File: src/rtl/fifo_read_stream_if.sv
// ---------------------------------------------------------------------------
// fifo_read_stream_if
//  Bundles the read-side signals of the async FIFO drain engine: the FIFO
//  storage handshake (fifo_empty/read_data/read_en), the outgoing valid/ready
//  stream (out_valid/out_ready/out_data) and the control/status pair
//  (drain_en/word_count).
//  master : drain engine side (drives read_en, out_valid, out_data, word_count)
//  slave  : environment side (FIFO storage + stream consumer + control)
// ---------------------------------------------------------------------------
interface fifo_read_stream_if #(
    parameter int data_size = 8,
    parameter int cnt_size  = 16
);
    logic                 fifo_empty;
    logic [data_size-1:0] read_data;
    logic                 read_en;
    logic                 out_valid;
    logic                 out_ready;
    logic [data_size-1:0] out_data;
    logic                 drain_en;
    logic [cnt_size-1:0]  word_count;

    modport master (
        input  fifo_empty, read_data, out_ready, drain_en,
        output read_en, out_valid, out_data, word_count
    );

    modport slave (
        output fifo_empty, read_data, out_ready, drain_en,
        input  read_en, out_valid, out_data, word_count
    );
endinterface

File: src/rtl/fifo_read_stream.sv
// ---------------------------------------------------------------------------
// fifo_read_stream
//  Read-clock-domain drain engine for the async FIFO. Pops words from FIFO
//  storage, absorbs its one-cycle registered read latency in a 3-entry skid
//  buffer and presents them on a valid/ready stream at up to 1 word/cycle.
//  read_en depends only on registers, drain_en and fifo_empty, never on
//  out_ready, so there is no combinational path from the consumer back to
//  the FIFO.
//
//  Ports
//   read_clk    in   read-domain clock (posedge)
//   read_rst_n  in   asynchronous active-low reset
//   bus         fifo_read_stream_if.master
//     fifo_empty in  / read_data in  / read_en out      FIFO storage side
//     out_valid out  / out_ready in  / out_data out     output stream
//     drain_en   in  / word_count out                   control / status
// ---------------------------------------------------------------------------
module fifo_read_stream #(
    parameter int data_size = 8,
    parameter int cnt_size  = 16
) (
    input  logic                       read_clk,
    input  logic                       read_rst_n,
    fifo_read_stream_if.master         bus
);

    logic [data_size-1:0] r_mem [0:2];
    logic [1:0]           r_head;
    logic [1:0]           r_tail;
    logic [1:0]           r_count;
    logic                 r_pending;
    logic [cnt_size-1:0]  r_word_count;

    logic                 w_credit_ok;
    logic                 w_read_en;
    logic                 w_push;
    logic                 w_pop;
    logic [1:0]           w_head_nxt;
    logic [1:0]           w_tail_nxt;

    // A read is only issued when its word is guaranteed a buffer slot:
    // words already buffered plus the one in flight must leave room.
    // Gating with read_rst_n keeps read_en low while reset is held.
    assign w_credit_ok = ({1'b0, r_count} + {2'b00, r_pending}) < 3'd3;
    assign w_read_en   = read_rst_n && bus.drain_en && !bus.fifo_empty && w_credit_ok;

    // read_data is only looked at when a qualified read was issued last cycle.
    assign w_push = r_pending;
    assign w_pop  = (r_count != 2'd0) && bus.out_ready;

    assign w_head_nxt = (r_head == 2'd2) ? 2'd0 : r_head + 2'd1;
    assign w_tail_nxt = (r_tail == 2'd2) ? 2'd0 : r_tail + 2'd1;

    always_ff @(posedge read_clk or negedge read_rst_n) begin
        if (!read_rst_n) begin
            for (int i = 0; i < 3; i++) r_mem[i] <= '0;
            r_head       <= 2'd0;
            r_tail       <= 2'd0;
            r_count      <= 2'd0;
            r_pending    <= 1'b0;
            r_word_count <= '0;
        end else begin
            r_pending <= w_read_en && !bus.fifo_empty;
            if (w_push) begin
                r_mem[r_tail] <= bus.read_data;
                r_tail        <= w_tail_nxt;
            end
            if (w_pop) begin
                r_head       <= w_head_nxt;
                r_word_count <= r_word_count + 1'b1;
            end
            case ({w_push, w_pop})
                2'b10:   r_count <= r_count + 2'd1;
                2'b01:   r_count <= r_count - 2'd1;
                default: r_count <= r_count;
            endcase
        end
    end

    assign bus.read_en    = w_read_en;
    assign bus.out_valid  = (r_count != 2'd0);
    assign bus.out_data   = r_mem[r_head];
    assign bus.word_count = r_word_count;

    // The credit rule must make a push into a full buffer impossible.
    a_no_overflow: assert property (@(posedge read_clk) disable iff (!read_rst_n)
        !(w_push && !w_pop && (r_count == 2'd3)));

endmodule
File: src/flat_wrapper.sv
// flat-port wrapper written by rule: the top's interface ports become plain ports
module fifo_read_stream_flat 
#(
    parameter int data_size = 8,
    parameter int cnt_size  = 16
)
  (read_clk, read_rst_n, bus_fifo_empty, bus_read_data, bus_out_ready, bus_drain_en, bus_read_en, bus_out_valid, bus_out_data, bus_word_count);
  fifo_read_stream_if #(.data_size(data_size), .cnt_size(cnt_size)) bus_i ();
  input  logic read_clk;
  input  logic read_rst_n;
  input wire logic [$bits(bus_i.fifo_empty)-1:0] bus_fifo_empty;
  input wire logic [$bits(bus_i.read_data)-1:0] bus_read_data;
  input wire logic [$bits(bus_i.out_ready)-1:0] bus_out_ready;
  input wire logic [$bits(bus_i.drain_en)-1:0] bus_drain_en;
  output wire logic [$bits(bus_i.read_en)-1:0] bus_read_en;
  output wire logic [$bits(bus_i.out_valid)-1:0] bus_out_valid;
  output wire logic [$bits(bus_i.out_data)-1:0] bus_out_data;
  output wire logic [$bits(bus_i.word_count)-1:0] bus_word_count;
  assign bus_i.fifo_empty = bus_fifo_empty;
  assign bus_i.read_data = bus_read_data;
  assign bus_i.out_ready = bus_out_ready;
  assign bus_i.drain_en = bus_drain_en;
  assign bus_read_en = bus_i.read_en;
  assign bus_out_valid = bus_i.out_valid;
  assign bus_out_data = bus_i.out_data;
  assign bus_word_count = bus_i.word_count;
  fifo_read_stream #(.data_size(data_size), .cnt_size(cnt_size)) u_core (.read_clk(read_clk), .read_rst_n(read_rst_n), .bus(bus_i));
endmodule
File: config.mk
export PLATFORM = sky130hd
export DESIGN_NAME = fifo_read_stream_flat
export DESIGN_NICKNAME = d
export VERILOG_FILES = /design/src/rtl/fifo_read_stream_if.sv /design/src/rtl/fifo_read_stream.sv /design/src/flat_wrapper.sv
export SDC_FILE = /design/constraint.sdc
export NUM_CORES = 1
export LEC_CHECK = 0
export ABC_AREA = 1
export CORE_MARGIN = 3
export CORE_UTILIZATION = 30
export DETAILED_ROUTE_END_ITERATION = 8
export PLACE_DENSITY = 0.62
export SYNTH_ARGS = -nofsm -noshare
export SYNTH_HDL_FRONTEND = slang
export SYNTH_SLANG_ARGS = --single-unit
File: constraint.sdc
create_clock -name read_clk -period 3.3 [get_ports read_clk]
set_clock_uncertainty 0.05 [all_clocks]
set_input_delay 0.66 -clock read_clk [delete_from_list [all_inputs] [get_ports read_clk]]
set_output_delay 0.66 -clock read_clk [all_outputs]
set_load 0.1 [all_outputs]
==> flow_summary.json <==
{
  "outcome": "completed",
  "seq_area_frac_synth_pct": 53.1,
  "root_buffer": "clkbuf_8",
  "crit_chain": "ha_1, ha_1, a2111oi_4, buf_12",
  "synthTopCellsByCount": "86 x nand2_1, 47 x dfrtp_1, 28 x o21ai_0",
  "synth_top_family_by_area": "simple AND/OR/NAND/NOR gates",
  "cap_violations": 0,
  "syn_inst": 256,
  "min_path_type": "in2async",
  "dieArea_um2": 8440,
  "grt_max_degree": 48,
  "ys_ff_latch": 47,
  "yosys.area_share.simple_pct": 26.9,
  "start_util_pct": 31.7,
  "synth.distinct_cells": 22,
  "hold_buffers": 0,
  "syn_avg_cell_area_um2": 8.65,
  "post-route-util_pct": 39.7,
  "path_class": "reg2out",
  "finalCritPeriodShare_pct": 80.6,
  "multi_input_area_um2": 943,
  "grt_util_met1_pct": 15.4,
  "slowest_delay_ps": 480,
  "dr.pass1.iters": 4,
  "grt_pass1_vias": 1777,
  "clk-insertion-delay-late_ps": 300,
  "tightest_slew_ps": 662,
  "place_congestion": 0.844,
  "vias_per_cell": 4.59,
  "wl_per_cell_um": 11.8,
  "final_antenna_net_count": 0,
  "worst_path_max_delay_cell": "dfrtp_1",
  "synth_adder_area_share_pct": 2.26,
  "place_hpwl_um": 3350,
  "cts_tree": "yes",
  "post-synth-top-count-cell": "nand2_1",
  "async_flop_share_pct": 100,
  "synth.largest_area_cell": "dfrtp_1",
  "tns_ps": 0,
  "synth_compound_area_share_pct": 8.31,
  "num_antenna_cells": 0,
  "synth_xor_area_share_pct": 4.35,
  "die_y_um": 91.9,
  "cp_data_required_time_ps": 2590,
  "htree_levels": 2,
  "std_cell_rows": 30,
  "synth_edf_count": 0,
  "port_buffers": 38,
  "cts_resized": 0,
  "gr-total-overflow": 0,
  "synth_mux_area_share_pct": 0,
  "track_usage_pct": 12.0,
  "period_minus_slack_ps": 2660,
  "fin_nets": 316,
  "seqCellArea_um2": 1180,
  "cts_sinks": 47,
  "clk_path_buf_depth": 2,
  "rr_worst_depth": 6,
  "crit_buf_inv": 1,
  "ys_warn_count": 0,
  "dp_cells": 388,
  "core-area_um2": 6980,
  "numCtsBuffers": 5,
  "stdcell_count": 396,
  "max_freq_mhz": 376,
  "io_pins": 39,
  "drive_above_1_share_pct": 15.3,
  "slew_violations": 0,
  "crit_fanout": 6,
  "setup_viol": 0,
  "grt_pass1_wl_um": 8200,
  "die_w_um": 91.9,
  "synth_flop_cell": "dfrtp_1",
  "synth_fp_nets": 273,
  "cp_num_cells": 4,
  "grt_setup_unrepaired": "no",
  "cpLargestDelayFamily": "adder cells",
  "clkSlewWorstSetupHoldPaths_ps": 90,
  "grt-busiest-layer": "met2",
  "antenna_found_initial": 0,
  "post-cts-setup-buffers": 0,
  "setup.worst_path.start_class": "flop",
  "hold_viol_final": 0,
  "drt_iter0_markers": 43,
  "cp_common_cell": "ha_1",
  "crit_path_end_kind": "output port",
  "totalWireLength_um": 4680,
  "area_growth_pct": 25.2,
  "synth_area_um2": 2210,
  "synth.area.top_cells": "dfrtp_1 53%, nand2_1 15%, o21ai_0 6.3%",
  "slew_headroom_pct": 55.7,
  "drc": 0,
  "crit_arrival_ps": 1950,
  "grt_util_met2_pct": 19.8,
  "global_route.usage.met3_pct": 3.12,
  "fill_cells": 728,
  "via_count": 1819,
  "synth.top_cell.area_share_pct": 53.1
}
==> final cells by class <==
type | instances | area share (%)
flip-flops and latches | 47 | 42.5
multi-input cells | 179 | 34.1
repair buffers | 39 | 11.9
well taps | 96 | 4.34
inverters | 27 | 3.66
clock buffers | 6 | 2.98
clock inverters | 2 | 0.587
==> registers in the layout (all words and copies together) (netlist names) <==
signal                 cells
u_core.r_head              2
u_core.r_mem              24
u_core.r_pending           1
u_core.r_tail              2
u_core.r_count             2
u_core.bus.word_count     16
==> logic make-up after synthesis <==
logic type,count (synthesis)
compound gates,33
flops,47
xor+xnor,11
fa+ha+maj,4
buf+inv,30
simple gates,131
==> final timing paths <==
kind / start / to / slack (ps)
min in group read_clk: u_core.r_mem[23] / u_core.r_mem[23] / 440
hold reg to reg: u_core.r_mem[23] / u_core.r_mem[23] / 440
setup reg to reg: u_core.r_count[0] / u_core.r_count[1] / 1590
setup / recovery: u_core.r_count[0] / bus_read_en / 640
hold / removal: read_rst_n / u_core.r_count[0] / 440
max in group asynchronous: read_rst_n / u_core.r_head[0] / 2370
==> cells in the final DEF (no fill, tap or decap), types with 2 or more instances in the layout <==
| master | instances |
|---|---|
| nand4_1 | 5 |
| inv_1 | 27 |
| nand2_1 | 86 |
| clkdlybuf4s50_1 | 11 |
| nor2_1 | 9 |
| o21ai_0 | 28 |
| nor2_4 | 2 |
| ha_1 | 4 |
| nor2_2 | 3 |
| xor2_1 | 5 |
| buf_4 | 26 |
| dfrtp_1 | 47 |
| clkbuf_8 | 6 |
| nor3_1 | 4 |
| xnor2_1 | 6 |
| nand3_1 | 18 |
==> metal layers <==
layer	routed length, µm	vias to the layer above
met1	2240	859
li1	-	912
met3	249	7
met2	2130	41
met5	0	-
met4	57	0
==> metrics by stage <==
stage	worst slack [ps]	instance area (µm²)	hold WS, ps
2_1_floorplan	406	2230	314
3_3_place_gp	872	2670	417
3_5_place_dp	863	2670	423
4_1_cts	607	2770	446
5_1_grt	553	2770	463
6_report	639	2770	442
Power is left out: the tool's default activity adds up to more than one toggle a clock period on the data nets, which glitch-free logic cannot reach.
==> RTL edit, RTL diff (same flow settings) <==
`cnt_size` is set to 16 in 3 places; all go to 32.
--- a/src/rtl/fifo_read_stream_if.sv
+++ b/src/rtl/fifo_read_stream_if.sv
@@ -9,7 +9,7 @@
 // ---------------------------------------------------------------------------
 interface fifo_read_stream_if #(
     parameter int data_size = 8,
-    parameter int cnt_size  = 16
+    parameter int cnt_size  = 32
 );
     logic                 fifo_empty;
     logic [data_size-1:0] read_data;
--- a/src/rtl/fifo_read_stream.sv
+++ b/src/rtl/fifo_read_stream.sv
@@ -17,7 +17,7 @@
 // ---------------------------------------------------------------------------
 module fifo_read_stream #(
     parameter int data_size = 8,
-    parameter int cnt_size  = 16
+    parameter int cnt_size  = 32
 ) (
     input  logic                       read_clk,
     input  logic                       read_rst_n,
--- a/src/flat_wrapper.sv
+++ b/src/flat_wrapper.sv
@@ -2,7 +2,7 @@
 module fifo_read_stream_flat 
 #(
     parameter int data_size = 8,
-    parameter int cnt_size  = 16
+    parameter int cnt_size  = 32
 )
   (read_clk, read_rst_n, bus_fifo_empty, bus_read_data, bus_out_ready, bus_drain_en, bus_read_en, bus_out_valid, bus_out_data, bus_word_count);
   fifo_read_stream_if #(.data_size(data_size), .cnt_size(cnt_size)) bus_i ();
Interface: changed (resized bus_word_count); port bits go from 39 to 55. The function was not compared with the original's and may differ.
==> RTL edit against the original RTL <==
  * Count of clock-buffer cells in the layout is 3 higher
  * Setup slack got worse by 0.99 ps
  * Global-route usage up 1.6 points
  * Final cell count grew 56%
  * Routed wire length increased by 62%
  * Synthesized area grew 47%
  * Sequential cell count rose by 16
  * Design area up 47%
  * Critical path type unchanged
  * Largest cell class unchanged
  * Highest routed layer unchanged
==> RTL edit: results (changes against the original RTL) <==
| Metric | Value |
|---|---|
| Status | `finished, final reports clean (unchanged)` |
| Crit path DAT | `1950 ps (about the same)` |
| Number of global-route vias before repair | `2717 (was 1777)` |
| Antenna cells | `0 (unchanged)` |
| Max_slew headroom | `46.8% (was 55.7%)` |
| Nets | `493 (was 316)` |
| H-tree depth | `3 (was 2)` |
| Metal-1 WL | `3.45 mm (was 2.24 mm)` |
| Post-synth cell types | `24 (was 22)` |
| Main synth FF type | `dfrtp_1 (unchanged)` |
| CTS resizes | `0 (unchanged)` |
| Post-synthesis sequential area ratio | `48.5% (was 53.1%)` |
| DP HPWL | `5.67 mm (was 3.35 mm)` |
| Clock latency on the worst-skew pair | `340 ps (was 300 ps)` |
| Max reg flops | `32 (was 24)` |
| Worst Hold Class | `reg2reg (was in2async)` |
| Psw | `around 1900 uW` |
| Placement Cell Area | `0.00386 sq mm (was 0.00267 sq mm)` |
| Total CTS buffers | `9 (was 5)` |
| Layout cells sized above 1 | `16.8% (was 15.3%)` |
| First-pass GRT wire length | `12.7 mm (was 8.20 mm)` |
| Largest fanout on the critical path | `7 (was 6)` |
| Routability cong. | `0.919 (was 0.844)` |
| Initial antenna violation count | `0 (unchanged)` |
| Gr usage total | `13.5% (was 12.0%)` |
| YS warnings | `0 (unchanged)` |
| R2R depth | `6 (unchanged)` |
| Total leakage power | `~0.0019 uW` |
| Clk root buf | `clkbuf_8 (unchanged)` |
| Setup Buffers After CTS | `0 (unchanged)` |
| Largest net degree at the start of global routing | `64 (was 48)` |
| Final WL | `7.57 mm (was 4.68 mm)` |
| Clock tree buffer depth | `2 (unchanged)` |
| Wire length on met2 | `3.64 mm (was 2.13 mm)` |
| Area contributors post-synth | `dfrtp_1 49%, nand2_1 17%, inv_1 5.1%, o21ai_0 4.8%, nor2_1 4.7% (was dfrtp_1 53%, nand2_1 15%, o21ai_0 6.3%, inv_1 4.6%, nand3_1 4.1%)` |
| Worst vdd ir | `~1.2 mV` |
| Via/cell ratio | `4.53 (was 4.59)` |
| I/O Buffers | `54 (was 38)` |
| Top Metal Used | `met4 (unchanged)` |
| FFs w/ async S/R, synth | `100% (unchanged)` |
| Initial Util | `31.2% (was 31.7%)` |
| Pre-Repair DR Iteration Count | `4 (unchanged)` |
| Clock transition at path regs | `70 ps (was 90 ps)` |
| Wire length on met3 | `410 um (was 249 um)` |
| Top cells by count, synth | `148 x nand2_1, 63 x dfrtp_1, 44 x inv_1 (was 86 x nand2_1, 47 x dfrtp_1, 28 x o21ai_0)` |
| Post-Syn Nets | `431 (was 273)` |
| Hold path depth | `2` |
| Drt first-iter violations | `98 (was 43)` |
[RTL edit: changes by cell type after synthesis, sizes merged, moves of 5 or more]
cell / unedited run / this run
nor2: 15 / 53
nor3: 5 / 0
dfrtp: 47 / 63
inv: 27 / 45
nand3: 19 / 24
nand2: 86 / 151
nand3b: 1 / 9
[RTL edit: power groups by stage]
stage	Clock, uW	Sequential, uW	Combinational [uW]
CTS	694	1150	1890
finish	672	1150	1870
global placement	0	1160	1870
floorplan	0	1390	1250
detailed placement	0	1160	1890
global route	730	1190	2000
[RTL edit: path summary, 6_finish.rpt]
| kind | slack (ps) | from | end |
|---|---|---|---|
| setup / recovery | 640 | u_core.r_pending$_DFF_PN0_ | bus_read_en |
| hold / removal | 440 | u_core.r_mem[18]$_DFFE_PN0P_ | u_core.r_mem[18]$_DFFE_PN0P_ |
| setup reg to reg | 1550 | u_core.r_count[0]$_DFFE_PN0P_ | u_core.r_count[1]$_DFFE_PN0P_ |
| hold reg to reg | 440 | u_core.r_mem[18]$_DFFE_PN0P_ | u_core.r_mem[18]$_DFFE_PN0P_ |
| max in group asynchronous | 2150 | read_rst_n | u_core.r_mem[21]$_DFFE_PN0P_ |
| min in group asynchronous | 510 | read_rst_n | u_core.bus.word_count[12]$_DFFE_PN0P_ |
[RTL edit: kinds of logic after synthesis]
kind of cell               count (synthesis)  synth area share [%]
and+or+nand+nor                          247                  34.1
AOI/OAI and AO/OA                         35                  5.70
buffers and inverters                     51                  6.35
xor gates and xnor gates                  14                  3.77
adders and majority gates                  4                  1.54
DFF                                       63                  48.5
[RTL edit: through the flow]
stage | worst slack (ps) | cells | utilization [%] | hold WS [ps]
final | 638 | 617 | 39.0 | 436
after global placement | 877 | 601 | 37.1 | 417
after CTS | 609 | 617 | 39.0 | 442
after floorplan | 442 | 414 | - | 314
after global routing | 538 | 617 | 39.0 | 465
after detailed placement | 863 | 601 | 37.1 | 423
[RTL edit: critical path: stages (launching register included)]
cell       delay, ps
dfrtp_1          440
ha_1             230
ha_1             310
a2111oi_4        410
buf_12           220
[RTL edit: layout make-up]
cell class	instances	area [sq um]
Tap cell	136	170
Multi-Input combinational cell	300	1490
Inverter	46	173
Clock buffer	9	124
Clock inverter	7	73.8
Timing Repair Buffer	56	458
Sequential cell	63	1580
Fill cell	1105	6360
[RTL edit: layer usage]
| metal | up-vias | GRT usage [%] |
|---|---|---|
| met2 | 63 | 21.9 |
| met4 | 0 | 4.10 |
| met3 | 6 | 4.37 |
| li1 | 1428 | - |
| met5 | - | 0 |
| met1 | 1299 | 17.2 |
